**src/rtl/dmem_pkg.sv**
```systemverilog
// Shared encodings for the data-memory controller: FSM states, MEM stage
// control codes, load/store size codes and the size-dependent lane helpers.
package dmem_pkg;

  typedef enum logic [1:0] {
    ST_IDLE   = 2'd0,
    ST_ACCESS = 2'd1,
    ST_DONE   = 2'd2,
    ST_ERR    = 2'd3
  } state_t;

  localparam logic [1:0] MEM_LOAD  = 2'b01;
  localparam logic [1:0] MEM_STORE = 2'b10;

  localparam logic [2:0] F3_B  = 3'b000;
  localparam logic [2:0] F3_H  = 3'b001;
  localparam logic [2:0] F3_W  = 3'b010;
  localparam logic [2:0] F3_BU = 3'b100;
  localparam logic [2:0] F3_HU = 3'b101;

  function automatic logic f3_legal(input logic [2:0] f3);
    return f3 inside {F3_B, F3_H, F3_W, F3_BU, F3_HU};
  endfunction

  function automatic logic misaligned(input logic [2:0] f3, input logic [1:0] lane);
    case (f3)
      F3_H, F3_HU: return lane[0];
      F3_W:        return lane != 2'b00;
      default:     return 1'b0;
    endcase
  endfunction

  function automatic logic [3:0] byte_en(input logic [2:0] f3, input logic [1:0] lane);
    case (f3)
      F3_H, F3_HU: return lane[1] ? 4'b1100 : 4'b0011;
      F3_W:        return 4'b1111;
      default:     return 4'b0001 << lane;
    endcase
  endfunction

  // Stores drive every lane; byte enables pick which ones memory keeps.
  function automatic logic [31:0] lane_replicate(input logic [2:0] f3, input logic [31:0] data);
    case (f3)
      F3_H, F3_HU: return {2{data[15:0]}};
      F3_W:        return data;
      default:     return {4{data[7:0]}};
    endcase
  endfunction

endpackage

```
**src/rtl/dmem_ctrl_load_ext.sv**
```systemverilog
// Load lane selection and sign/zero extension of the raw memory word.
module load_ext
  import dmem_pkg::*;
(
  input  logic [2:0]  i_funct3,
  input  logic [1:0]  i_lane,
  input  logic [31:0] i_word,
  output logic [31:0] o_data
);

  logic [7:0]  w_byte;
  logic [15:0] w_half;

  always_comb begin
    case (i_lane)
      2'd1:    w_byte = i_word[15:8];
      2'd2:    w_byte = i_word[23:16];
      2'd3:    w_byte = i_word[31:24];
      default: w_byte = i_word[7:0];
    endcase
    w_half = i_lane[1] ? i_word[31:16] : i_word[15:0];
  end

  always_comb begin
    case (i_funct3)
      F3_B:    o_data = {{24{w_byte[7]}}, w_byte};
      F3_BU:   o_data = {24'd0, w_byte};
      F3_H:    o_data = {{16{w_half[15]}}, w_half};
      F3_HU:   o_data = {16'd0, w_half};
      default: o_data = i_word;
    endcase
  end

endmodule

```
**src/rtl/dmem_ctrl.sv**
```systemverilog
// MEM-stage data memory controller: captures one load/store, drives a held
// request until ready or timeout, then releases the pipeline stall.
module dmem_ctrl
  import dmem_pkg::*;
#(
  parameter int unsigned TIMEOUT = 255
) (
  input  logic        clk,
  input  logic        rst,
  input  logic        valid_m,
  input  logic [1:0]  MEM_CtrlM,
  input  logic [2:0]  funct3_m,
  input  logic [31:0] addr_m,
  input  logic [31:0] wdata_m,
  output logic        dmem_req,
  output logic        dmem_we,
  output logic [31:0] dmem_addr,
  output logic [3:0]  dmem_be,
  output logic [31:0] dmem_wdata,
  input  logic        dmem_ready,
  input  logic [31:0] dmem_rdata,
  output logic        stall_m,
  output logic [31:0] rdata_m,
  output logic        rdata_valid,
  output logic        fault_m,
  output logic        bus_err
);

  localparam logic [7:0] TO_LAST = 8'(TIMEOUT - 1);

  state_t      r_state, w_next;
  logic [7:0]  r_wait;
  logic [29:0] r_waddr;
  logic        r_we;
  logic [3:0]  r_be;
  logic [31:0] r_wdata;
  logic [2:0]  r_funct3;
  logic [1:0]  r_lane;
  logic [31:0] r_rdata;
  logic [31:0] w_ext;
  logic        w_access, w_fault, w_capture;

  assign w_access = valid_m && (MEM_CtrlM == MEM_LOAD || MEM_CtrlM == MEM_STORE);
  assign w_fault  = w_access && (!f3_legal(funct3_m) || misaligned(funct3_m, addr_m[1:0]));

  load_ext u_load_ext (
    .i_funct3 (r_funct3),
    .i_lane   (r_lane),
    .i_word   (dmem_rdata),
    .o_data   (w_ext)
  );

  always_comb begin
    w_next      = r_state;
    w_capture   = 1'b0;
    stall_m     = 1'b0;
    dmem_req    = 1'b0;
    rdata_valid = 1'b0;
    bus_err     = 1'b0;
    fault_m     = 1'b0;
    case (r_state)
      ST_IDLE: begin
        if (w_fault) begin
          fault_m = 1'b1;
        end else if (w_access) begin
          stall_m   = 1'b1;
          w_capture = 1'b1;
          w_next    = ST_ACCESS;
        end
      end
      ST_ACCESS: begin
        dmem_req = 1'b1;
        stall_m  = 1'b1;
        if (dmem_ready)            w_next = ST_DONE;
        else if (r_wait == TO_LAST) w_next = ST_ERR;
      end
      ST_DONE: begin
        rdata_valid = !r_we;
        w_next      = ST_IDLE;
      end
      ST_ERR: begin
        bus_err = 1'b1;
        w_next  = ST_IDLE;
      end
      default: w_next = ST_IDLE;
    endcase
    // Inputs may still present an access while reset is held; never stall then.
    if (rst) begin
      stall_m = 1'b0;
      fault_m = 1'b0;
    end
  end

  always_comb begin
    dmem_we    = dmem_req ? r_we : 1'b0;
    dmem_addr  = dmem_req ? {r_waddr, 2'b00} : '0;
    dmem_be    = dmem_req ? r_be : '0;
    dmem_wdata = dmem_req ? r_wdata : '0;
  end

  assign rdata_m = r_rdata;

  always_ff @(posedge clk) begin
    if (rst) begin
      r_state  <= ST_IDLE;
      r_wait   <= '0;
      r_waddr  <= '0;
      r_we     <= 1'b0;
      r_be     <= '0;
      r_wdata  <= '0;
      r_funct3 <= '0;
      r_lane   <= '0;
      r_rdata  <= '0;
    end else begin
      r_state <= w_next;
      if (w_capture) begin
        r_waddr  <= addr_m[31:2];
        r_we     <= (MEM_CtrlM == MEM_STORE);
        r_be     <= byte_en(funct3_m, addr_m[1:0]);
        r_wdata  <= lane_replicate(funct3_m, wdata_m);
        r_funct3 <= funct3_m;
        r_lane   <= addr_m[1:0];
      end
      // Counter sits at zero outside ACCESS, so it is clear on every entry.
      if (r_state == ST_ACCESS) begin
        if (dmem_ready) begin
          if (!r_we) r_rdata <= w_ext;
        end else begin
          r_wait <= r_wait + 8'd1;
        end
      end else begin
        r_wait <= '0;
      end
    end
  end

endmodule

```
**config.mk**
```make
export PLATFORM = sky130hd
export DESIGN_NAME = dmem_ctrl
export DESIGN_NICKNAME = d
export VERILOG_FILES = /design/src/rtl/dmem_pkg.sv /design/src/rtl/dmem_ctrl_load_ext.sv /design/src/rtl/dmem_ctrl.sv
export SDC_FILE = /design/constraint.sdc
export NUM_CORES = 1
export LEC_CHECK = 0
export BUFFER_PORTS_ARGS = -buffer_cell sky130_fd_sc_hd__buf_2
export CELL_PAD_IN_SITES_DETAIL_PLACEMENT = 0
export CELL_PAD_IN_SITES_GLOBAL_PLACEMENT = 2
export CORE_MARGIN = 3
export CORE_UTILIZATION = 27
export DETAILED_ROUTE_END_ITERATION = 8
export PLACE_DENSITY = 0.85
export SLEW_MARGIN = 30
export SYNTH_ARGS = -nofsm -noshare
export SYNTH_HDL_FRONTEND = slang
export SYNTH_HIERARCHICAL = 1
export SYNTH_SLANG_ARGS = --single-unit
```
**constraint.sdc**
```tcl
create_clock -name clk -period 2.59 [get_ports clk]
set_clock_uncertainty 0.1 [all_clocks]
set_input_delay 0.259 -clock clk [delete_from_list [all_inputs] [get_ports clk]]
set_output_delay 0.259 -clock clk [all_outputs]
set_load 0.01 [all_outputs]
```
## Word-level counts from Yosys, hierarchy flattened

Index checks and enable logic that the tools add are counted.

- Flip-flop bits (word level): 114
- Bits in latches: 0
- Bits in writable memories: 0
- Bits in read-only memories: 0
- Input port bits: 105
- Output and inout bits: 106
- Memories kept: 0

- Add/subtract/negate cells: 1
- Multiply operators: 0
- Divide/modulo/power cells: 0
- Order comparisons: 0
- Equal/unequal tests: 19
- Shifts and indexed selects: 1
- Multiplexer cells: 27
- Bitwise operators: 2
- Reductions and logical operators: 16

Operator list:

| operator | number |
|---|---|
| $pmux W32 S4 | 1 |
| $mux W32 | 2 |
| $pmux W32 S2 | 1 |
| $pmux W8 S3 | 1 |
| $mux W16 | 1 |
| $eq A3 B3 Y1 const B | 4 |
| $mux W1 | 11 |
| $eq A2 B2 Y1 const B | 5 |
| $add A8 B1 Y8 const B | 1 |
| $eq A8 B8 Y1 const B | 1 |
| $mux W2 | 4 |
| $mux W4 | 2 |
| $pmux W4 S2 | 1 |
| $eq A2 B1 Y1 const B | 3 |
| $eq A3 B1 Y1 const B | 2 |
| $logic_not A3 Y1 | 2 |
| $pmux W2 S3 | 1 |
| $reduce_and A3 Y1 | 2 |
| $reduce_or A2 Y1 | 3 |
| $reduce_bool A5 Y1 | 1 |
| $ne A2 B2 Y1 const B | 2 |
| $pmux W1 S2 | 2 |
| $shl A1 B2 Y4 const A | 1 |
| $eq A3 B2 Y1 const B | 1 |
| 7 further kinds | 11 |

## Longest topological paths before layout

- Depth in word-level cells: 8
- Gate-level depth with buffers: 9

## Cells and area by module

The synthesis kept the hierarchy.

Modules (own cells, without submodules):

| module | times used | cells each | area an instance (µm²) |
|---|---|---|---|
| dmem_ctrl | 1 | 640 | 4963.5 |
| load_ext | 1 | 111 | 668.1 |

## Least setup slack after synthesis

OpenSTA, ideal clock, no wires.

- Path kind: register to register
- From: reg r_lane[1]
- To: reg r_rdata[10], in the netlist rdata_m[10]
- Library setup time: 132 ps
- Data arrival time: 1581 ps
- Required time: 2358 ps
- Path slack: 777 ps
- Stages on the path, launching flop included: 7
- Period minus slack after synthesis: 1813 ps
- Cell sequence: dfxtp_1 -> mux4_2 -> and3b_1 -> clkbuf_1 -> a221o_1 -> nand2_1 -> a21oi_1

- Word-level cells in the longest chain between the ends: 3
- Elaborated cells between the ends (all ways): 6
- Classes of those cells: 3 x eq/ne; 3 x mux

Ends and longest elaborated chain:

| element | RTL line | text |
|---|---|---|
| start, declared | dmem_ctrl.sv:38 | `logic [1:0] r_lane;` |
| start signal, assigned | dmem_ctrl.sv:122 | `r_lane <= addr_m[1:0];` |
| $eq A2 B2 Y1 / $eq A2 B1 Y1 (equally long branches) | dmem_ctrl_load_ext.sv:15 | `case (i_lane)` |
| $pmux W8 S3 | dmem_ctrl_load_ext.sv:15 |  |
| $pmux W32 S4 * | dmem_ctrl_load_ext.sv:25 | `case (i_funct3)` |
| via w_ext[10] | dmem_ctrl.sv:40 | `logic [31:0] w_ext;` |
| end signal, assigned | dmem_ctrl.sv:127 | `if (!r_we) r_rdata <= w_ext;` |
| end, declared | dmem_ctrl.sv:39 | `logic [31:0] r_rdata;` |

The timed path passes the listed nets; every way through them passes the cells marked *.
A chain may end at the register's enable or synchronous reset.

## Worst setup path in the final report

- From: reg r_lane[0]
- To: reg r_rdata[1], in the netlist rdata_m[1]

- Word-level cells in the longest chain between the ends: 3
- Elaborated cells between the ends (all ways): 5
- Classes of those cells: 3 x eq/ne; 2 x mux

Ends and longest elaborated chain:

| element | RTL line |
|---|---|
| $eq A2 B2 Y1 / $eq A2 B1 Y1 (equally long branches) | dmem_ctrl_load_ext.sv:15 |
| $pmux W8 S3 * | dmem_ctrl_load_ext.sv:15 |
| $pmux W32 S4 * | dmem_ctrl_load_ext.sv:25 |
| via w_ext[1] | dmem_ctrl.sv:40 |

Marks and branches as above.

==> flow_summary.toml <==
[worst_setup_path]
reg2reg_from = "r_lane[0]"
slowest_delay_ns = 0.65
cp-end-kind = "flop"
path_buf_inv = 1
slowest_stage = "nor2b_1"
start_kind = "flop"
cp_max_fo = 9
cp_data_required_time_ns = 2.76
rr_endpoint = "rdata_m[1]"
crit_end = "rdata_m[1]"
path_class = "reg -> reg"
crit_family = "simple AND/OR/NAND/NOR gates"
startpoint = "r_lane[0]"
path_depth = 7
regToRegSetupSlack_ns = 0.51
critical_path_arrival_ns = 2.26
reg2reg_depth = 7
cp_cell_sequence = "nor2b_1, nor2_1, buf_4, a22oi_1, o21ai_1, nand2_1, a21oi_1"

[synth]
yosysWarningCount = 6
ys_seq_area_share_pct = 40.5
synth_ff_type = "dfxtp_1"
syn_area_sq_um = 5630
async_flop_share_pct = 0
synth_edf_count = 0
syn_avg_cell_area_sq_um = 7.50
synth_cell_type_count = 43
synth_seq_cells = 114
synthCells = 751

[routing]
drt_iter0_drc = 329
num_vias = 5662
drt.antenna.violating_nets = 0
vias_per_cell = 4.55
dr.pass1.iters = 4
wl_per_cell_um = 15.0
drc = 0
drt_wl_total_mm = 18.7

[clock_network]
post_cts_buffers = 0
cts-htree-levels = 4
cts_tree = "done"
ctsLongestPathBuffers = 2
cts_buffers = 17
clock_sinks = 114
clk_pin_slew_ns = 0.06
root_buffer = "clkbuf_16"
clock_latency_ns = 0.41

[timing]
setup_violations = 0
hold_viol = 0
worstMarginPinSlew_ns = 0.746
max_slew_margin_pct = 50.2
fin_crit_sh_pct = 80.4
drv_slew = 0
fmax_mhz = 480
setup_tns_ns = 0
rsz0062_at_grt = "false"
finalWorstSetupSlack_ns = 0.508
period_minus_slack_ns = 2.08

[layout]
syn2layout_area_growth_pct = 38.5
stdcell_count = 1244
post-route-util_pct = 38.3
final_cell_mix = "buf_2, nand2_1, dfxtp_1"
final_common_cell = "buf_2"
nets = 1068
drive_gt1_share_pct = 26.9

[power_and_ir_drop]
p_leak_nw = 3.51
max-vdd-ir-drop_mv = 0.370
power_w = 0.00477
power_density_nw_per_um2 = 612

[grt]
grtUsageTotal_pct = 16.4
grt_start_max_net_pins = 70
grt_pass1_vias = 5540
overflow = 0
antenna_found_initial = 1
grt_pass1_wl_mm = 29.2

[place]
portBuffers = 208
gp_congestion = 0.784
dp_hpwl_mm = 13.0
place_ws_ns = 0.329
dp_cells = 1181

[floorplan]
fp.dieW_um = 150
start_util_pct = 27.7
die_area_sq_um = 22600
coreArea_sq_um = 20400
die_h_um = 150
io-pin-count = 211
rows = 52

[min_path]
hold_path_class = "in -> reg"

[job]
drv_cap = 0

[outcome]
status = "completed"
-- sequential cells by signal, indices dropped and copies added (netlist names) --
register and flops:
r_be 4, r_we 1, r_waddr 30, r_funct3 3, rdata_m 32, r_wdata 32
r_state 2, r_lane 2, r_wait 8
-- report_power, final --
group	internal [W]	leakage (nW)	switching (W)	total, W
Combinational	0.000245	2.30	0.000314	0.000559
Sequential	0.00181	0.924	0.0000312	0.00184
Clock	0.00154	0.284	0.000829	0.00237
Total	0.00360	3.51	0.00117	0.00477
-- layout make-up --
cell class | count | area, sq um
fill | 2222 | 12600
antenna | 1 | 2.50
clock buffer | 24 | 502
multi-input combinational | 560 | 3030
sequential | 114 | 2280
clock inverter | 8 | 100
inverter | 14 | 52.6
tap | 270 | 338
timing repair buffer | 253 | 1490
-- synthesized netlist by cell type, drive strengths merged (8+ instances only) --
master	count	share of area [%]
a21o	17	2.3
a21oi	88	7.8
a221o	8	1.4
a221oi	8	1.2
a311oi	12	1.9
and2	68	7.6
buf	16	1.8
clkbuf	48	3.2
dfxtp	114	41
inv	14	0.93
nand2	198	13
nand2b	11	1.2
nand3	10	0.89
nand3b	17	2.3
nor2	46	3.1
o21ai	13	1.2
o31ai	16	2.1
-- tightest hold or removal path, stage by stage --
cell     delay (ns)
buf_2          0.13
nand2_1        0.06
a21oi_1        0.05
-- layer usage --
| metal | track usage (%) | vias up | part of all wire (%) |
|---|---|---|---|
| met1 | 21.2 | 2567 | 46 |
| met3 | 4.82 | 17 | 5.9 |
| met5 | 0 | - | 0 |
| met4 | 4.99 | 0 | 1.4 |
| met2 | 26.4 | 147 | 47 |
| li1 | - | 2931 | - |
-- what timing repair did --
| action | 4_1_cts | 5_1_grt |
|---|---|---|
| hold buffers | 30 | 0 |
| endpoints found under the hold margin | 30 | 0 |
| gates resized for setup | 0 | 0 |
-- stage by stage --
stage / hold WS (ns) / cell area, sq um
after floorplan: 0.295 / 5640
after global placement: 0.338 / 6900
final: 0.0339 / 7800
after detailed placement: 0.342 / 6900
after CTS: 0.0207 / 7800
after global routing: 0.0266 / 7800
-- how the worst min path moves through the flow --
stage / startpoint / endpoint / slack (ns) / cells past startpoint
3_5_place_dp: r_waddr[2] / r_waddr[2] / 0.34 / 2
3_3_place_gp: r_waddr[15] / r_waddr[15] / 0.34 / 2
6_report: wdata_m[6] / r_wdata[6] / 0.03 / 3
2_1_floorplan: addr_m[2] / r_waddr[0] / 0.29 / 2
5_1_grt: wdata_m[6] / r_wdata[6] / 0.03 / 3
4_1_cts: wdata_m[26] / r_wdata[26] / 0.02 / 3
-- logic make-up (layout without fill, tap and decap cells) --
logic type	after synthesis	after routing	synth area share (%)
AOI/OAI and AO/OA	177	177	20.1
xor gates and xnor gates	7	7	1.09
adders and majority gates	3	3	0.667
buffers and inverters	78	299	5.95
DFF	114	114	40.5
muxes	2	2	0.578
other	1	3	0.0666
and+or+nand+nor	369	369	31.0
Note: power is estimated with default switching activity, not from simulation.
